===== src/rtl/error_metric_accum_if.sv =====
// Product-pair stream into the error-metric accumulator: valid/ready handshake
// plus the approximate and exact 8x8 products for the same operand pair.
interface error_metric_accum_if;
    // A pair transfers on a rising clk edge where in_valid and in_ready are both 1;
    // the source holds y_approx/y_exact stable while in_valid is high, and in_ready
    // never depends on in_valid.
    logic        in_valid;
    logic        in_ready;
    logic [15:0] y_approx;
    logic [15:0] y_exact;

    modport master (
        output in_valid,
        output y_approx,
        output y_exact,
        input  in_ready
    );

    modport slave (
        input  in_valid,
        input  y_approx,
        input  y_exact,
        output in_ready
    );
endinterface


===== src/rtl/error_metric_accum.sv =====
// Two-stage accumulator of |y_approx - y_exact| over N_SAMPLES pairs (sum, max, count).
// Define ERR_MAX_TRACK_EN to build the max_ed tracker; otherwise max_ed is tied to 0.
module error_metric_accum #(
    parameter int N_SAMPLES = 256,
    parameter int SUM_W     = 32
) (
    input  logic                 clk,
    input  logic                 rst_n,
    input  logic                 start,
    error_metric_accum_if.slave  in_if,
    output logic [SUM_W-1:0]     sum_ed,
    output logic [15:0]          max_ed,
    output logic [15:0]          err_cnt,
    output logic                 sum_ovf,
    output logic                 done,
    output logic [1:0]           state_dbg
);

    localparam logic [1:0]  IDLE   = 2'd0;
    localparam logic [1:0]  RUN    = 2'd1;
    localparam logic [1:0]  DONE   = 2'd2;
    localparam logic [15:0] N_LAST = 16'(N_SAMPLES);

    logic [1:0]   state;
    logic [1:0]   state_nxt;
    logic [15:0]  cnt;
    logic         launch;
    logic         accept;
    logic [15:0]  ed_comb;
    logic         s1_valid;
    logic [15:0]  s1_ed;
    logic [SUM_W:0] sum_wide;

    // start is only honoured outside RUN; it both clears the results and enters RUN.
    assign launch          = start && (state != RUN);
    assign in_if.in_ready  = (state == RUN) && (cnt < N_LAST);
    assign accept          = in_if.in_valid && in_if.in_ready;
    assign done            = (state == DONE);
    assign state_dbg       = state;

    always_comb begin
        ed_comb = 16'd0;
        if (in_if.y_approx >= in_if.y_exact)
            ed_comb = in_if.y_approx - in_if.y_exact;
        else
            ed_comb = in_if.y_exact - in_if.y_approx;
    end

    // cnt hits N_LAST the cycle after the last accept, while that sample sits in
    // stage 1; leaving RUN on that edge lines up with its stage-2 update.
    always_comb begin
        state_nxt = state;
        case (state)
            IDLE:    if (launch) state_nxt = RUN;
            RUN:     if (cnt == N_LAST) state_nxt = DONE;
            DONE:    if (launch) state_nxt = RUN;
            default: state_nxt = IDLE;
        endcase
    end

    always_ff @(posedge clk) begin
        if (!rst_n) begin
            state    <= IDLE;
            cnt      <= 16'd0;
            s1_valid <= 1'b0;
            s1_ed    <= 16'd0;
        end else begin
            state    <= state_nxt;
            s1_valid <= accept;
            if (launch)
                cnt <= 16'd0;
            else if (accept)
                cnt <= cnt + 16'd1;
            if (accept)
                s1_ed <= ed_comb;
        end
    end

    // One spare bit catches the carry out; once saturated the sum stays at all-ones.
    assign sum_wide = {1'b0, sum_ed} + {{(SUM_W - 15){1'b0}}, s1_ed};

    always_ff @(posedge clk) begin
        if (!rst_n) begin
            sum_ed  <= '0;
            sum_ovf <= 1'b0;
            err_cnt <= 16'd0;
        end else if (launch) begin
            sum_ed  <= '0;
            sum_ovf <= 1'b0;
            err_cnt <= 16'd0;
        end else if (s1_valid) begin
            if (sum_wide[SUM_W]) begin
                sum_ed  <= '1;
                sum_ovf <= 1'b1;
            end else begin
                sum_ed  <= sum_wide[SUM_W-1:0];
            end
            if (s1_ed != 16'd0)
                err_cnt <= err_cnt + 16'd1;
        end
    end

`ifdef ERR_MAX_TRACK_EN
    always_ff @(posedge clk) begin
        if (!rst_n)
            max_ed <= 16'd0;
        else if (launch)
            max_ed <= 16'd0;
        else if (s1_valid && (s1_ed > max_ed))
            max_ed <= s1_ed;
    end
`else
    assign max_ed = 16'd0;
`endif

endmodule


===== src/flat_wrapper.sv =====
// flat-port wrapper written by rule: the top's interface ports become plain ports
module error_metric_accum_flat 
#(
    parameter int N_SAMPLES = 256,
    parameter int SUM_W     = 32
)
  (clk, rst_n, start, sum_ed, max_ed, err_cnt, sum_ovf, done, state_dbg, in_if_in_valid, in_if_y_approx, in_if_y_exact, in_if_in_ready);
  error_metric_accum_if in_if_i ();
  input  logic clk;
  input  logic rst_n;
  input  logic start;
  output logic [SUM_W-1:0] sum_ed;
  output logic [15:0] max_ed;
  output logic [15:0] err_cnt;
  output logic sum_ovf;
  output logic done;
  output logic [1:0] state_dbg;
  input wire logic [$bits(in_if_i.in_valid)-1:0] in_if_in_valid;
  input wire logic [$bits(in_if_i.y_approx)-1:0] in_if_y_approx;
  input wire logic [$bits(in_if_i.y_exact)-1:0] in_if_y_exact;
  output wire logic [$bits(in_if_i.in_ready)-1:0] in_if_in_ready;
  assign in_if_i.in_valid = in_if_in_valid;
  assign in_if_i.y_approx = in_if_y_approx;
  assign in_if_i.y_exact = in_if_y_exact;
  assign in_if_in_ready = in_if_i.in_ready;
  error_metric_accum #(.N_SAMPLES(N_SAMPLES), .SUM_W(SUM_W)) u_core (.clk(clk), .rst_n(rst_n), .start(start), .in_if(in_if_i), .sum_ed(sum_ed), .max_ed(max_ed), .err_cnt(err_cnt), .sum_ovf(sum_ovf), .done(done), .state_dbg(state_dbg));
endmodule

===== config.mk =====
export PLATFORM = sky130hd
export DESIGN_NAME = error_metric_accum_flat
export DESIGN_NICKNAME = d
export VERILOG_FILES = /design/src/rtl/error_metric_accum_if.sv /design/src/rtl/error_metric_accum.sv /design/src/flat_wrapper.sv
export SDC_FILE = /design/constraint.sdc
export NUM_CORES = 1
export LEC_CHECK = 0
export ABC_AREA = 1
export CAP_MARGIN = 20
export CORE_UTILIZATION = 40
export CTS_CLUSTER_SIZE = 20
export DETAILED_ROUTE_END_ITERATION = 12
export PLACE_DENSITY = 0.58
export SYNTH_ARGS = -nofsm -noshare
export SYNTH_HDL_FRONTEND = slang
export SYNTH_SLANG_ARGS = --single-unit

===== constraint.sdc =====
create_clock -name clk -period 4 [get_ports clk]
set_input_delay 0.8 -clock clk [delete_from_list [all_inputs] [get_ports clk]]
set_output_delay 0.8 -clock clk [all_outputs]
set_load 0.01 [all_outputs]

==> out/metrics.yaml, run 1 <==
status: "finished clean"
period_needed_ns: 2.76
ys_seq_elements: 84
syn2layout_area_growth_pct: 15.3
clockBufferDepth: 2
maxSlewViolCount: 0
fin_tns_setup_ns: 0
synth_simple_gate_area_share_pct: 39.7
synth_edf_count: 0
synth-xor-area-share_pct: 3.45
synth_top_area_share_pct: 22.1
ir_drop_mv: 0.155
synthAdderAreaFrac_pct: 8.99
gp_congestion: 0.896
floorplan.die.height_um: 140
period_share_pct: 69.1
arrival_ns: 3.01
wl_met3_um: 510
clock.fmax_mhz: 362
grt_antenna_before_repair: 0
ioPinCount: 105
met1_length_um: 9050
postSynthCellCount: 1177
synth-async-reset-ratio_pct: 0
dpl.hpwl_um: 14700
start_kind: "input port"
routedWlPerCell_um: 12.5
grt_max_degree: 47
grt_pass1_vias: 6661
port_buffers: 88
die_w_um: 140
synth_flop_cell: "dfxtp_1"
synth_compound_area_share_pct: 11.0
drt_pre_antenna_iters: 5
leakage_nw: 4.26
hold_buffers: 0
cts_tree: "built"
drcViolationCount: 0
final_layout_size_suffix_gt1_share_pct: 10.5
viasPerCell: 4.80
synth.area.mux_share_pct: 0
hold_path_class: "reg -> reg"
grt.total_usage_pct: 19.6
clock_sinks: 84
drtAntennaViolNets: 0
synth.avg_cell_area_um2: 6.48
hold_depth: 2
drtIter0Drc: 345
end_kind: "flop"
clkLatencyLatePin_ns: 0.35
num_rows: 50
synth_area_leaders: "dfxtp_1 22%, nand2_1 17%, inv_1 8.9%"
finalPower_mw: 2.23
required_ns: 4.25
slew-limit-headroom_pct: 44.7
n_fill_cell: 1946
clk_pin_slew_worst_paths_ns: 0.06
grt_pass1_wl_um: 31200
routed.top_layer: "met4"
ys_types: 50
drt_wl_total_um: 18500
power_density_mw_per_mm2: 254
rsz0062_at_grt: "false"
dr_wl_met2_um: 8750
finalClockSkew_ns: 0.00749
vias: 7102
antenna_cells: 0
yosysTopAreaCell: "dfxtp_1"
nets: 1331
utilization_pct: 47.0
setup_violations: 0
tightest_slew_ns: 0.829
netlist_area_mm2: 0.00762
rr_worst_depth: 12
root_buffer: "clkbuf_16"
start_util_pct: 40.8
path_max_fanout: 18
synth_top_family_by_area: "simple AND/OR/NAND/NOR gates"
worstSetupPathType: "in -> reg"
dieArea_mm2: 0.0196
numCtsBuffers: 9
hold_violations: 0
yosysSeqAreaShare_pct: 22.1
cts.repair.resized: 0
cts-htree-levels: 3
yosysWarningCount: 0
max_cap_violations: 0
core_area_mm2: 0.0187
post-cts-setup-buffer-count: 0
grt_overflow: 0
cell usage after synthesis (all sizes together), types with 11 or more instances:
master  number
a21oi       73
a31oi       11
buf         48
dfxtp       84
ha          50
inv        187
nand2      382
nand3       96
nand4       20
nor2        86
nor3        26
nor4        11
o21a        17
o21ai       26
xor2        25
kinds of logic (layout without fill, tap and decap cells):
logic type / after synthesis / in the layout
compound gates: 132 / 132
xor+xnor: 30 / 30
fa+ha+maj: 53 / 53
buf+inv: 241 / 296
flops: 84 / 84
other cells: 1 / 16
simple gates: 636 / 636
final cells by class:
class | instances | area, um2 | area share, %
multi-input combinational | 867 | 4870 | 55.4
clock buffer | 9 | 225 | 2.56
tap | 234 | 293 | 3.33
clock inverter | 7 | 86.3 | 0.982
timing repair buffer | 92 | 923 | 10.5
inverter | 188 | 709 | 8.07
sequential | 84 | 1680 | 19.1
power breakdown:
group	switching, mW	internal (mW)	leakage [nW]	total, mW
clock	0.377	0.495	0.153	0.872
sequential	0.0172	0.851	0.679	0.868
combinational	0.310	0.184	3.43	0.494
through the flow:
step / instances / setup slack, ns / hold WS (ns) / cell area, um2
5_1_grt: 1481 / 1.07 / 0.445 / 8790
4_1_cts: 1481 / 1.23 / 0.428 / 8790
2_1_floorplan: 1192 / 1.59 / 0.408 / 7680
3_5_place_dp: 1465 / 0.862 / 0.417 / 8480
6_report: 1481 / 1.24 / 0.425 / 8790
3_3_place_gp: 1465 / 0.912 / 0.417 / 8480
worst max-delay path: stages:
cell             delay [ns]
clkdlybuf4s50_1        0.48
inv_1                  0.05
ha_1                   0.20
fa_1                   0.44
o21ai_2                0.19
nand2_1                0.09
nand3_2                0.08
nand2_2                0.06
nand2_4                0.19
inv_4                  0.14
nand2_1                0.09
nand3_1                0.07
nand2_1                0.08
inv_1                  0.03
path summary, 6_finish.rpt:
kind / start / to / slack (ns)
hold reg to reg: u_core.cnt[11] / u_core.cnt[11] / 0.43
hold / removal: u_core.cnt[11] / u_core.cnt[11] / 0.43
setup reg to reg: u_core.sum_ed[0] / u_core.sum_ed[15] / 1.67
setup / recovery: in_if_y_approx[0] / u_core.s1_ed[13] / 1.24
layer usage:
metal,track usage [%],vias to the layer above
li1,-,3824
met2,34.5,128
met4,5.61,0
met1,24.8,3136
met5,0,-
met3,2.50,14
sequential cells by signal, summed over array words and instances, names as in the netlist:
register / cells
u_core.s1_ed: 16
u_core.s1_valid: 1
u_core.sum_ed: 32
u_core.state_dbg: 2
u_core.err_cnt: 16
u_core.cnt: 16
u_core.sum_ovf: 1
cells in the final DEF (no fill, tap or decap), types with 3 or more instances in the layout:
master / instances
inv_2: 7
nor2_2: 22
nor3_1: 19
nand2_4: 6
nand4_1: 18
buf_4: 3
clkdlybuf4s50_1: 88
o21a_1: 17
nand2_1: 349
conb_1: 16
nand3_2: 15
ha_1: 50
nor4_1: 10
a31oi_1: 7
nand3_1: 80
o21ai_0: 19
inv_1: 179
a21oi_2: 8
clkbuf_16: 9
nor3_4: 3
a21oi_1: 63
nor3_2: 4
nor2_1: 61
nand3b_1: 8
nand2_2: 27
dfxtp_1: 84
xnor2_1: 5
xor2_1: 25
and2_1: 3
fa_1: 3
nor2_4: 3
o21ai_1: 6
Power figures use the tool's default switching activity.
==> run 2: changes to the inputs <==
Settings changed: PLACE_DENSITY 0.58 to 0.61.
Clock period 4 ns to 2.5 ns, I/O delays scaled along.
==> out/metrics.yaml, run 2 (same netlist as run 1, synthesis figures left out) <==
utilization_pct: 49.3  # was 47.0%
power_density_mw_per_mm2: 400  # was 254 mW/mm2
grt_overflow: 0  # unchanged
required_ns: 2.73  # was 4.25 ns
grt_antenna_before_repair: 0  # unchanged
drtAntennaViolNets: 0  # unchanged
maxSlewViolCount: 0  # unchanged
vias: 7295  # was 7102
num_rows: 50  # unchanged
clkLatencyLatePin_ns: 0.35  # about the same
routedWlPerCell_um: 12.1  # was 12.5 um
gp_congestion: 0.905  # was 0.896
fin_ws_ns: 0.170  # was 1.24 ns
clockBufferDepth: 2  # unchanged
dpl.hpwl_um: 15100  # was 14700 um
hold_violations: 0  # unchanged
drt_pre_antenna_iters: 7  # was 5
holdCritStartpoint: "u_core.cnt[11]"  # unchanged
arrival_ns: 2.56  # was 3.01 ns
rr_worst_depth: 12  # unchanged
rsz0062_at_grt: "false"  # unchanged
place_area_mm2: 0.00891  # was 0.00848 mm2
clk_pin_slew_worst_paths_ns: 0.07  # was 0.06 ns
leakage_nw: 4.53  # was 4.26 nW
finalClockSkew_ns: 0.00982  # was 0.00749 ns
largest_reg_flops: 32  # unchanged
floorplan.die.height_um: 140  # unchanged
numCtsBuffers: 9  # unchanged
pre_cts_ws_ns: -0.132  # was 0.862 ns
status: "finished clean"  # unchanged
dp_cells: 1523  # was 1465
fin_tns_setup_ns: 0  # unchanged
grt_pass1_vias: 6908  # was 6661
clock_sinks: 84  # unchanged
worstSetupPathType: "reg -> reg"  # was in -> reg
drt_wl_total_um: 18700  # was 18500 um
start_kind: "flop"  # was input port
hold_path_class: "reg -> reg"  # unchanged
viasPerCell: 4.74  # was 4.80
end_kind: "flop"  # unchanged
r2r-start: "u_core.sum_ed[0]"  # unchanged
ir_drop_mv: 0.266  # was 0.155 mV
cts.repair.resized: 0  # unchanged
layout_commonest_cell: "nand2_1"  # unchanged
hold_depth: 2  # unchanged
crit_start: "u_core.sum_ed[0]"  # was in_if_y_approx[0]
antenna_cells: 0  # unchanged
final_layout_size_suffix_gt1_share_pct: 14.4  # was 10.5%
root_buffer: "clkbuf_16"  # unchanged
syn2layout_area_growth_pct: 21.0  # was 15.3%
ioPinCount: 105  # unchanged
layout_common_cells: "349 x nand2_1, 179 x inv_1, 88 x clkdlybuf4s50_1"  # unchanged
max_cap_violations: 0  # unchanged
drcViolationCount: 0  # unchanged
port_buffers: 88  # unchanged
period_share_pct: 93.2
setup_violations: 0  # unchanged
reg2reg_slack_ns: 0.17  # was 1.67 ns
stdcell_count: 1539  # was 1481
grt.total_usage_pct: 20.0  # was 19.6%
cts-htree-levels: 3  # unchanged
r2r-end: "u_core.sum_ed[23]"  # was u_core.sum_ed[15]
slew-limit-headroom_pct: 59.3  # was 44.7%
die_w_um: 140  # unchanged
finish.instance_area_mm2: 0.00922  # was 0.00879 mm2
post-cts-setup-buffer-count: 0  # unchanged
period_needed_ns: 2.33
grt_max_degree: 37  # was 47
regMostFlops: "u_core.sum_ed"  # unchanged
tightest_slew_ns: 0.610  # was 0.829 ns
path_max_fanout: 20  # was 18
dieArea_mm2: 0.0196  # unchanged
drtIter0Drc: 317  # was 345
core_area_mm2: 0.0187  # unchanged
cts_tree: "built"  # unchanged
start_util_pct: 40.8  # unchanged
endpoint: "u_core.sum_ed[23]"  # was u_core.s1_ed[13]
finalPower_mw: 3.69  # was 2.23 mW
nets: 1389  # was 1331
hold_buffers: 0  # unchanged
grt_pass1_wl_um: 32100  # was 31200 um
holdWs_ns: 0.428  # was 0.425 ns
clock.fmax_mhz: 429
## run 2: cell count changes in the layout (fill, tap and decap cells not counted), sizes merged
| cell | change |
|---|---|
| clkinvlp | +1 |
| buf | +58 |
| clkbuf | +1 |
| inv | -1 |
| clkinv | -1 |
## run 2: worst min path at each step
stage                                end  slack, ns
after global placement    u_core.cnt[11]       0.42
after CTS                 u_core.cnt[11]       0.43
final                     u_core.cnt[11]       0.43
after global routing      u_core.cnt[11]       0.45
after floorplan           u_core.cnt[11]       0.41
after detailed placement  u_core.cnt[11]       0.42
## run 2: cell type report
| cell class | count | area [um2] |
|---|---|---|
| fill | 1932 | 9480 |
| multi-input combinational | 867 | 4870 |
| sequential | 84 | 1680 |
| timing repair buffer | 150 | 1360 |
| inverter | 188 | 709 |
| tap | 234 | 293 |
| clock buffer | 10 | 239 |
| clock inverter | 6 | 71.3 |
## run 2: routing by layer
metal | wire [um] | GRT usage [%]
met5 | 0 | 0
met4 | 286 | 5.96
met3 | 457 | 2.60
met2 | 8970 | 35.0
met1 | 8950 | 25.5
## run 2: power breakdown
part	switching (mW)	total [mW]	internal, mW
combinational	0.512	0.897	0.386
clock	0.595	1.41	0.812
sequential	0.0283	1.39	1.36
total	1.13	3.69	2.56
## run 2: critical path: stages (launching register included)
cell and delay [ns]:
dfxtp_1 0.33, ha_1 0.25, fa_1 0.44, nand3_1 0.12, nand3_2 0.13, nand2_1 0.10, nand3_2 0.12, nand2_2 0.11
nand2_4 0.08, nand3_4 0.28, nand2_2 0.10, nor2_2 0.11, nor2_2 0.04
==> run 3: changes to the inputs <==
Clock period 2.5 ns to 2.05 ns, I/O delays scaled along.
==> out/metrics.yaml, run 3 (same netlist as run 1, synthesis figures left out) <==
final_layout_size_suffix_gt1_share_pct: 24.3  # was 14.4%
layout_commonest_cell: "nand2_1"  # unchanged
routed.top_layer: "met4"  # unchanged
ir_drop_mv: 0.309  # was 0.266 mV
routedWlPerCell_um: 12.5  # was 12.1 um
grt_pass1_wl_um: 33000  # was 32100 um
period_share_pct: 96.1
core_area_mm2: 0.0187  # unchanged
met1_length_um: 9300  # was 8950 um
antenna_cells: 0  # unchanged
status: "finished clean"  # unchanged
vias: 7560  # was 7295
period_needed_ns: 1.97
regMostFlops: "u_core.sum_ed"  # unchanged
clock_sinks: 84  # unchanged
clock.fmax_mhz: 508
cp_common_cell: "nand2_1"
drtAntennaViolNets: 0  # unchanged
arrival_ns: 2.22  # was 2.56 ns
end_kind: "flop"  # unchanged
wl_met3_um: 500  # was 457 um
hold_violations: 0  # unchanged
drcViolationCount: 0  # unchanged
pre_cts_ws_ns: -0.454  # was -0.132 ns
start_kind: "input port"  # was flop
hold_buffers: 0  # unchanged
cts-htree-levels: 3  # unchanged
num_rows: 50  # unchanged
floorplan.die.height_um: 140  # unchanged
root_buffer: "clkbuf_16"  # unchanged
max_cap_violations: 0  # unchanged
finalClockSkew_ns: 0.0105  # was 0.00982 ns
drt_wl_total_um: 19900  # was 18700 um
path_max_fanout: 7  # was 20
required_ns: 2.30  # was 2.73 ns
crit_family: "buffers and inverters"  # was simple AND/OR/NAND/NOR gates
dieArea_mm2: 0.0196  # unchanged
port_buffers: 88  # unchanged
cpPeakStageDelay_ns: 0.47  # was 0.44 ns
clockBufferDepth: 2  # unchanged
cts_tree: "built"  # unchanged
nets: 1439  # was 1389
grt_overflow: 0  # unchanged
setup_violations: 0  # unchanged
die_w_um: 140  # unchanged
grt.total_usage_pct: 20.6  # was 20.0%
viasPerCell: 4.76  # was 4.74
syn2layout_area_growth_pct: 35.7  # was 21.0%
start_util_pct: 40.8  # unchanged
crit_slowest_cell: "clkdlybuf4s50_1"  # was fa_1
finalPower_mw: 4.74  # was 3.69 mW
holdCritStartpoint: "u_core.cnt[11]"  # unchanged
layout_common_cells: "334 x nand2_1, 162 x inv_1, 101 x buf_4"  # was 349 x nand2_1, 179 x inv_1, 88 x clkdlybuf4s50_1
gp_congestion: 0.884  # was 0.905
fin_ws_ns: 0.0808  # was 0.170 ns
ioPinCount: 105  # unchanged
largest_reg_flops: 32  # unchanged
r2r-start: "u_core.sum_ed[0]"  # unchanged
clk_pin_slew_worst_paths_ns: 0.07  # about the same
power_density_mw_per_mm2: 458  # was 400 mW/mm2
crit_start: "in_if_y_exact[15]"  # was u_core.sum_ed[0]
dpl.hpwl_um: 15100  # about the same
clkLatencyLatePin_ns: 0.35  # about the same
leakage_nw: 5.05  # was 4.53 nW
hold_path_class: "reg -> reg"  # unchanged
numCtsBuffers: 9  # unchanged
dr_wl_met2_um: 9730  # was 8970 um
crit_buf_inv: 7  # was 0
grt_max_degree: 37  # unchanged
grt_antenna_before_repair: 0  # unchanged
worstSetupPathType: "in -> reg"  # was reg -> reg
crit_chain: "clkdlybuf4s50_1, inv_2, ha_4, buf_4, inv_4, nor3_4, a21oi_2, nand2_4, buf_6, inv_8, nand2_1, nand3_1, nand2_1, inv_1"  # was ha_1, fa_1, nand3_1, nand3_2, nand2_1, nand3_2, nand2_2, nand2_4, nand3_4, nand2_2, nor2_2, nor2_2
rsz0062_at_grt: "true"  # was false
grt_pass1_vias: 7043  # was 6908
drtIter0Drc: 341  # was 317
drt_pre_antenna_iters: 5  # was 7
maxSlewViolCount: 0  # unchanged
[run 3: final timing paths]
path                                           to  slack (ns)  cells past startpoint
worst min-delay path               u_core.cnt[11]        0.43                      2
worst max-delay path             u_core.s1_ed[13]        0.08                     14
worst min register to register     u_core.cnt[11]        0.43                      2
worst max register to register  u_core.sum_ed[29]        0.09                     12
[run 3: cell type report]
class	count	area [um2]
timing repair inverter	1	6.26
inverter	188	719
timing repair buffer	199	1880
sequential	84	1690
multi-input combinational	867	5460
clock buffer	9	225
clock inverter	7	70.1
fill	1798	8360
tap	234	293
[run 3: where the power goes]
| part | switching, mW | internal (mW) | leakage [nW] |
|---|---|---|---|
| combinational | 0.747 | 0.657 | 4.23 |
| clock | 0.785 | 0.853 | 0.135 |
| sequential | 0.0364 | 1.66 | 0.680 |
| total | 1.57 | 3.17 | 5.05 |
[run 3: timing repair]
| item | 4_1_cts | 5_1_grt |
|---|---|---|
| gates cloned | 3 | 0 |
| setup buffers | 7 | 15 |
| setup endpoints to repair | 32 | 43 |
| resized for setup | 58 | 106 |
| pin swaps | 12 | 40 |
[run 3: metal layers]
| layer | track usage (%) | up-vias |
|---|---|---|
| met4 | 7.11 | 0 |
| met2 | 36.7 | 132 |
| met1 | 25.6 | 3365 |
| li1 | - | 4035 |
| met5 | 0 | - |
| met3 | 2.32 | 28 |
[run 3: worst reg2reg max path, stage by stage (launching register included)]
cell and delay (ns):
dfxtp_2 0.34, ha_4 0.16, fa_2 0.39, nand3_2 0.11
nand3_4 0.09, nand2_2 0.08, nand3_2 0.07, nand2_2 0.09
nand2_4 0.08, nand3_4 0.12, buf_12 0.15, buf_4 0.12
a31oi_4 0.07
[run 3: per-stage QoR]
stage          hold slack, ns  utilization, %  setup TNS [ns]  cells  cell area, um2
2_1_floorplan           0.408               -               0   1192            7680
3_3_place_gp            0.417            48.9           -6.32   1548            9140
3_5_place_dp            0.419            48.9           -6.63   1548            9140
4_1_cts                 0.430            52.6               0   1574            9830
5_1_grt                 0.459            55.3          -0.185   1589           10300
6_report                0.428            55.3               0   1589           10300
